===== config.mk =====
export PLATFORM = sky130hd
export DESIGN_NAME = scanout_channel
export DESIGN_NICKNAME = d
export VERILOG_FILES = /design/src/rtl/scanout_channel.sv
export SDC_FILE = /design/constraint.sdc
export NUM_CORES = 1
export LEC_CHECK = 0
export ABC_CLOCK_PERIOD_IN_PS = 4100
export BUFFER_PORTS_ARGS = -buffer_cell sky130_fd_sc_hd__buf_2
export CAP_MARGIN = 0
export CORE_ASPECT_RATIO = 0.5
export CORE_MARGIN = 3
export CORE_UTILIZATION = 25
export CTS_CLUSTER_DIAMETER = 200
export CTS_CLUSTER_SIZE = 24
export DETAILED_ROUTE_END_ITERATION = 10
export HOLD_SLACK_MARGIN = 0.12
export SYNTH_ARGS = -nofsm -noshare
export SYNTH_HDL_FRONTEND = slang
export SYNTH_SLANG_ARGS = --single-unit

===== constraint.sdc =====
create_clock -name clock -period 4.1 [get_ports clock]
set_input_delay 1.23 -clock clock [delete_from_list [all_inputs] [get_ports clock]]
set_output_delay 1.23 -clock clock [all_outputs]
set_load 0.03 [all_outputs]

===== src/rtl/scanout_channel.sv =====
// Single-channel display scanout: programmable video timing, replicated framebuffer
// addressing, palette expansion and frame-boundary page selection.
module scanout_channel #(
    parameter int unsigned H_ACTIVE = 640,
    parameter int unsigned H_FP     = 16,
    parameter int unsigned H_SYNC   = 96,
    parameter int unsigned H_BP     = 48,
    parameter int unsigned V_ACTIVE = 480,
    parameter int unsigned V_FP     = 10,
    parameter int unsigned V_SYNC   = 2,
    parameter int unsigned V_BP     = 33,
    parameter int unsigned CLK_DIV  = 4,
    parameter int unsigned SCALE    = 2,
    parameter int unsigned ADDR_W   = 19,
    parameter int unsigned IDX_W    = 4,
    parameter int unsigned COLOR_W  = 5,
    parameter bit          SYNC_POL = 1'b0
) (
    input  logic                   clock,
    input  logic                   reset,
    input  logic                   enable,
    input  logic                   buf_sel_req,
    output logic [ADDR_W-1:0]      fb_addr,
    input  logic [IDX_W-1:0]       fb_data,
    input  logic                   pal_we,
    input  logic [IDX_W-1:0]       pal_waddr,
    input  logic [3*COLOR_W-1:0]   pal_wdata,
    output logic                   hsync,
    output logic                   vsync,
    output logic                   de,
    output logic [COLOR_W-1:0]     red,
    output logic [COLOR_W-1:0]     green,
    output logic [COLOR_W-1:0]     blue,
    output logic                   frame_start,
    output logic                   buf_active
);

    localparam int unsigned H_TOTAL = H_ACTIVE + H_FP + H_SYNC + H_BP;
    localparam int unsigned V_TOTAL = V_ACTIVE + V_FP + V_SYNC + V_BP;
    localparam int unsigned H_W     = $clog2(H_TOTAL);
    localparam int unsigned V_W     = $clog2(V_TOTAL);
    localparam int unsigned DIV_W   = $clog2(CLK_DIV);
    localparam int unsigned FB_W    = H_ACTIVE / SCALE;
    localparam int unsigned FB_H    = V_ACTIVE / SCALE;
    localparam int unsigned HS_BEG  = H_ACTIVE + H_FP;
    localparam int unsigned VS_BEG  = V_ACTIVE + V_FP;

    logic [DIV_W-1:0]       div_q;
    logic [H_W-1:0]         h_q;
    logic [V_W-1:0]         v_q;
    logic                   meta_hs_q, meta_vs_q, meta_de_q;
    logic [3*COLOR_W-1:0]   pal_q;
    logic [3*COLOR_W-1:0]   pal_mem [2**IDX_W];

    logic                   tick, h_last, v_last, active, hs_on, vs_on;
    logic [ADDR_W-1:0]      addr_next;

    always_comb begin
        tick      = enable && (div_q == '0);
        h_last    = 32'(h_q) == H_TOTAL - 1;
        v_last    = 32'(v_q) == V_TOTAL - 1;
        active    = (32'(h_q) < H_ACTIVE) && (32'(v_q) < V_ACTIVE);
        hs_on     = (32'(h_q) >= HS_BEG) && (32'(h_q) < HS_BEG + H_SYNC);
        vs_on     = (32'(v_q) >= VS_BEG) && (32'(v_q) < VS_BEG + V_SYNC);
        addr_next = (buf_active ? ADDR_W'(FB_W * FB_H) : '0)
                  + ADDR_W'(32'(v_q) / SCALE) * ADDR_W'(FB_W)
                  + ADDR_W'(32'(h_q) / SCALE);
    end

    // Palette storage is deliberately left unreset; a same-clock write returns the old entry.
    always_ff @(posedge clock) begin
        if (pal_we) begin
            pal_mem[pal_waddr] <= pal_wdata;
        end
    end

    always_ff @(posedge clock or posedge reset) begin
        if (reset) begin
            div_q       <= '0;
            h_q         <= '0;
            v_q         <= '0;
            fb_addr     <= '0;
            buf_active  <= 1'b0;
            meta_hs_q   <= 1'b0;
            meta_vs_q   <= 1'b0;
            meta_de_q   <= 1'b0;
            pal_q       <= '0;
            hsync       <= ~SYNC_POL;
            vsync       <= ~SYNC_POL;
            de          <= 1'b0;
            red         <= '0;
            green       <= '0;
            blue        <= '0;
            frame_start <= 1'b0;
        end else if (!enable) begin
            div_q       <= '0;
            h_q         <= '0;
            v_q         <= '0;
            meta_hs_q   <= 1'b0;
            meta_vs_q   <= 1'b0;
            meta_de_q   <= 1'b0;
            hsync       <= ~SYNC_POL;
            vsync       <= ~SYNC_POL;
            de          <= 1'b0;
            red         <= '0;
            green       <= '0;
            blue        <= '0;
            frame_start <= 1'b0;
        end else begin
            frame_start <= 1'b0;
            div_q       <= (32'(div_q) == CLK_DIV - 1) ? '0 : div_q + 1'b1;
            // fb_data for the address issued on the tick is valid two clocks later
            if (div_q == DIV_W'(2)) begin
                pal_q <= pal_mem[fb_data];
            end
            if (tick) begin
                if (active) begin
                    fb_addr <= addr_next;
                end
                meta_hs_q   <= hs_on;
                meta_vs_q   <= vs_on;
                meta_de_q   <= active;
                hsync       <= meta_hs_q ? SYNC_POL : ~SYNC_POL;
                vsync       <= meta_vs_q ? SYNC_POL : ~SYNC_POL;
                de          <= meta_de_q;
                {red, green, blue} <= meta_de_q ? pal_q : '0;
                frame_start <= (h_q == '0) && (v_q == '0);
                if (h_last) begin
                    h_q <= '0;
                    v_q <= v_last ? '0 : v_q + 1'b1;
                    // Page swap lands exactly at the start of vertical blanking
                    if (32'(v_q) == V_ACTIVE - 1) begin
                        buf_active <= buf_sel_req;
                    end
                end else begin
                    h_q <= h_q + 1'b1;
                end
            end
        end
    end

endmodule


==> run metrics <==
multi-input logic area=3749 um^2; Post-synth ARST share=approximately a quarter; min Tclk post-route=between 3 and 4 ns; DIE WIDTH=329.9 um; fillers=5065; pwr dens=413.5 nW/um^2; Clock Sinks=319; # DRC=0; Worst Hold Launch=div_q[0]$_DFF_PP0_; Yosys Warn Count=0; Final Setup Violations=0; Worst Path Arrival=3.83 ns; CP startpoint=v_q[2]$_DFFE_PP0P_; Vias=6796; max_cap viols=0; row cnt=between 50 and 60; Post-synth top flop=edfxtp_1; Routed WL=28190 um; initial antenna violation count=1; VDD IR max=~0.27 mV; DRT Pass-1 Iters=5; Final #Nets=875; global-route wire length before repair=between 40000 and 50000 um; hold_buf cts=0; met2 Use GR=roughly a fifth; TritonCTS clock tree=built; Total GRT Usage=10.18%; clock buffer depth=3; Post-CTS Setup Bufs=0; critical path class=reg2reg; Fmax=294.5 MHz; Syn Inst Count=741; area delta synth->final=13.44%; die area=approximately 55000 um^2; commonest non-fill, non-tap cells in the layout=edfxtp_1, dfrtp_1, mux4_2, buf_2, nand2_1; CP Max Fanout=12; Min-Delay Path Class=reg2reg; CTS clock-pin slew for the worst setup and hold paths=approximately 0.11 ns; Register Area=9186 um^2; status=finished, final reports clean; DR iter-0 viols=621; core box area=51020 um^2; Pleak=5.280 nW; die height=168.0 um; Slew HR=38.56%; Worst-Skew Late Latency=0.51 ns; Critical Path RT=4.54 ns; IO buf count=66; Cell Int Power=4.697 mW; number of synthesized flops with an enable pin=240; I/O pins=67; vias in the first global route=~7200; antenna viol nets, final=0; vias per cell=about 4.5; total gr overflow=0; H-tree Lvls=1; RSZ-0062 raised after global routing=false; number of diodes=0; DPL Wire Length=17070 um; Starting Density=about a quarter; Inserted Clock Buffers=17; most common cell after layout, fill and taps aside=edfxtp_1; Combinational Power Share=9.4%; Final Hold Violating Endpoints=0; post-cts resize count=0; fraction of layout cells with a size suffix above 1=25.60%; mapped cell area=13120 um^2; sequential power share=61.0%; Slew Viols, Final=0; Clk network pwr share=29.6%; Worst Tran Pin Value=0.9193 ns; r2r startpoint=v_q[2]$_DFFE_PP0P_; startpoint types=register; routing usage on met3=1.000%; GPL Wtd Cong=0.8052; met1 Usage GRT=a little over an eighth; synthesized area per cell=17.70 um^2; Post-Syn Nets=799; hold_ws=0.4614 ns; Sw Ratio=a little under a quarter; Distinct cells, synth=49; Avg WL per Cell=18.57 um; FF+latch count, synth=319; Clk Tree Root Cell=clkbuf_16; switching power=1.456 mW; gr busiest metal=met2; largest net degree at the start of global routing=61; Seq/Total Area, Yosys=between 70% and 80%; Worst setup EP type=register; Setup TNS=0 ns; Final period util=82.81%; clk_skew=between 0.015 and 0.02 ns
worst paths after layout:
path	to	slack (ns)	cells past startpoint
min in group asynchronous	fb_addr[6]$_DFFE_PP0P_	0.75	2
setup / recovery	fb_addr[16]$_DFFE_PP0P_	0.70	10
hold / removal	div_q[0]$_DFF_PP0_	0.46	1
hold reg to reg	div_q[0]$_DFF_PP0_	0.46	1
max in group asynchronous	pal_q[10]$_DFFE_PP0P_	2.64	3
setup reg to reg	fb_addr[16]$_DFFE_PP0P_	0.70	10
flip-flops by register name (all words and copies together), names as in the netlist:
signal / flops
meta_hs_q: 1
de: 1
h_q: 10
blue: 5
green: 5
div_q: 2
fb_addr: 19
hsync: 1
red: 5
buf_active: 1
meta_vs_q: 1
frame_start: 1
meta_de_q: 1
pal_q: 15
pal_mem: 240
vsync: 1
v_q: 10
stage by stage:
step           area, um^2  std cells  worst slack [ns]  total power [mW]  util (%)
2_1_floorplan       13120        741            0.8499             4.184         -
3_3_place_gp        14390       1488            0.7313             4.398     28.20
3_5_place_dp        14390       1488            0.7049             4.417     28.20
4_1_cts             14880       1518            0.6901             6.223     29.17
5_1_grt             14880       1518            0.4545             6.406     29.17
6_report            14880       1518            0.7046             6.152     29.17
per-layer routing:
layer / vias up / routed length (um)
li1: 3064 / -
met1: 3569 / 11840
met2: 134 / 15020
met3: 29 / 919
met4: 0 / 410
met5: - / 0
cell type report:
type / count / share of cell area, %
multi-input cells: 374 / 25.19
inverters: 14 / 0.3616
repair buffers: 91 / 3.582
clock inverters: 2 / 0.1934
flip-flops and latches: 319 / 61.73
well taps: 690 / 5.802
clock buffers: 28 / 3.136
logic make-up after synthesis:
kind of cell | share of synthesized area [%]
flops | 70.03
simple gates | 5.609
mux | 14.33
compound gates | 4.159
buf+inv | 1.564
fa+ha+maj | 2.976
xor+xnor | 1.335
cells in the mapped netlist (3+ instances only):
| cell | count | area share [%] |
|---|---|---|
| ha_1 | 28 | 2.7 |
| buf_4 | 6 | 0.34 |
| a21o_1 | 3 | 0.17 |
| and3_1 | 8 | 0.38 |
| edfxtp_1 | 240 | 55 |
| xnor2_1 | 12 | 0.80 |
| nor4_1 | 4 | 0.19 |
| nand3_1 | 15 | 0.57 |
| inv_1 | 14 | 0.40 |
| nor2b_1 | 4 | 0.19 |
| nand2_1 | 54 | 1.5 |
| nor3_1 | 8 | 0.31 |
| mux2_2 | 16 | 1.4 |
| nor2_1 | 26 | 0.74 |
| clkbuf_1 | 26 | 0.74 |
| o21ai_0 | 30 | 1.1 |
| o21bai_1 | 3 | 0.17 |
| a21oi_1 | 9 | 0.34 |
| nand2b_1 | 6 | 0.29 |
| mux4_2 | 75 | 13 |
| o31ai_1 | 5 | 0.29 |
| nand4_1 | 4 | 0.19 |
| dfrtp_1 | 77 | 15 |
| a22o_1 | 15 | 1.0 |
| and2_1 | 5 | 0.24 |
| nor3b_1 | 4 | 0.23 |
| a31oi_1 | 3 | 0.14 |
| xor2_1 | 8 | 0.53 |
| o211ai_1 | 4 | 0.23 |
| nand3b_1 | 4 | 0.23 |
critical path, stage by stage, from the launching register on:
cell,delay [ns]
dfrtp_1,0.51
ha_1,0.35
ha_1,0.24
fa_1,0.43
xor2_1,0.18
ha_1,0.33
nand3_1,0.11
o21ai_0,0.31
a31oi_1,0.19
or4_1,0.52
a31oi_1,0.18
power groups by stage:
stage	clock network (mW)	registers (mW)	logic, mW
2_1_floorplan	0	3.84	0.342
3_3_place_gp	0	3.82	0.578
6_report	1.82	3.75	0.577
4_1_cts	1.88	3.76	0.591
5_1_grt	2.00	3.77	0.631
3_5_place_dp	0	3.83	0.590
(Power assumes the default switching activity.)
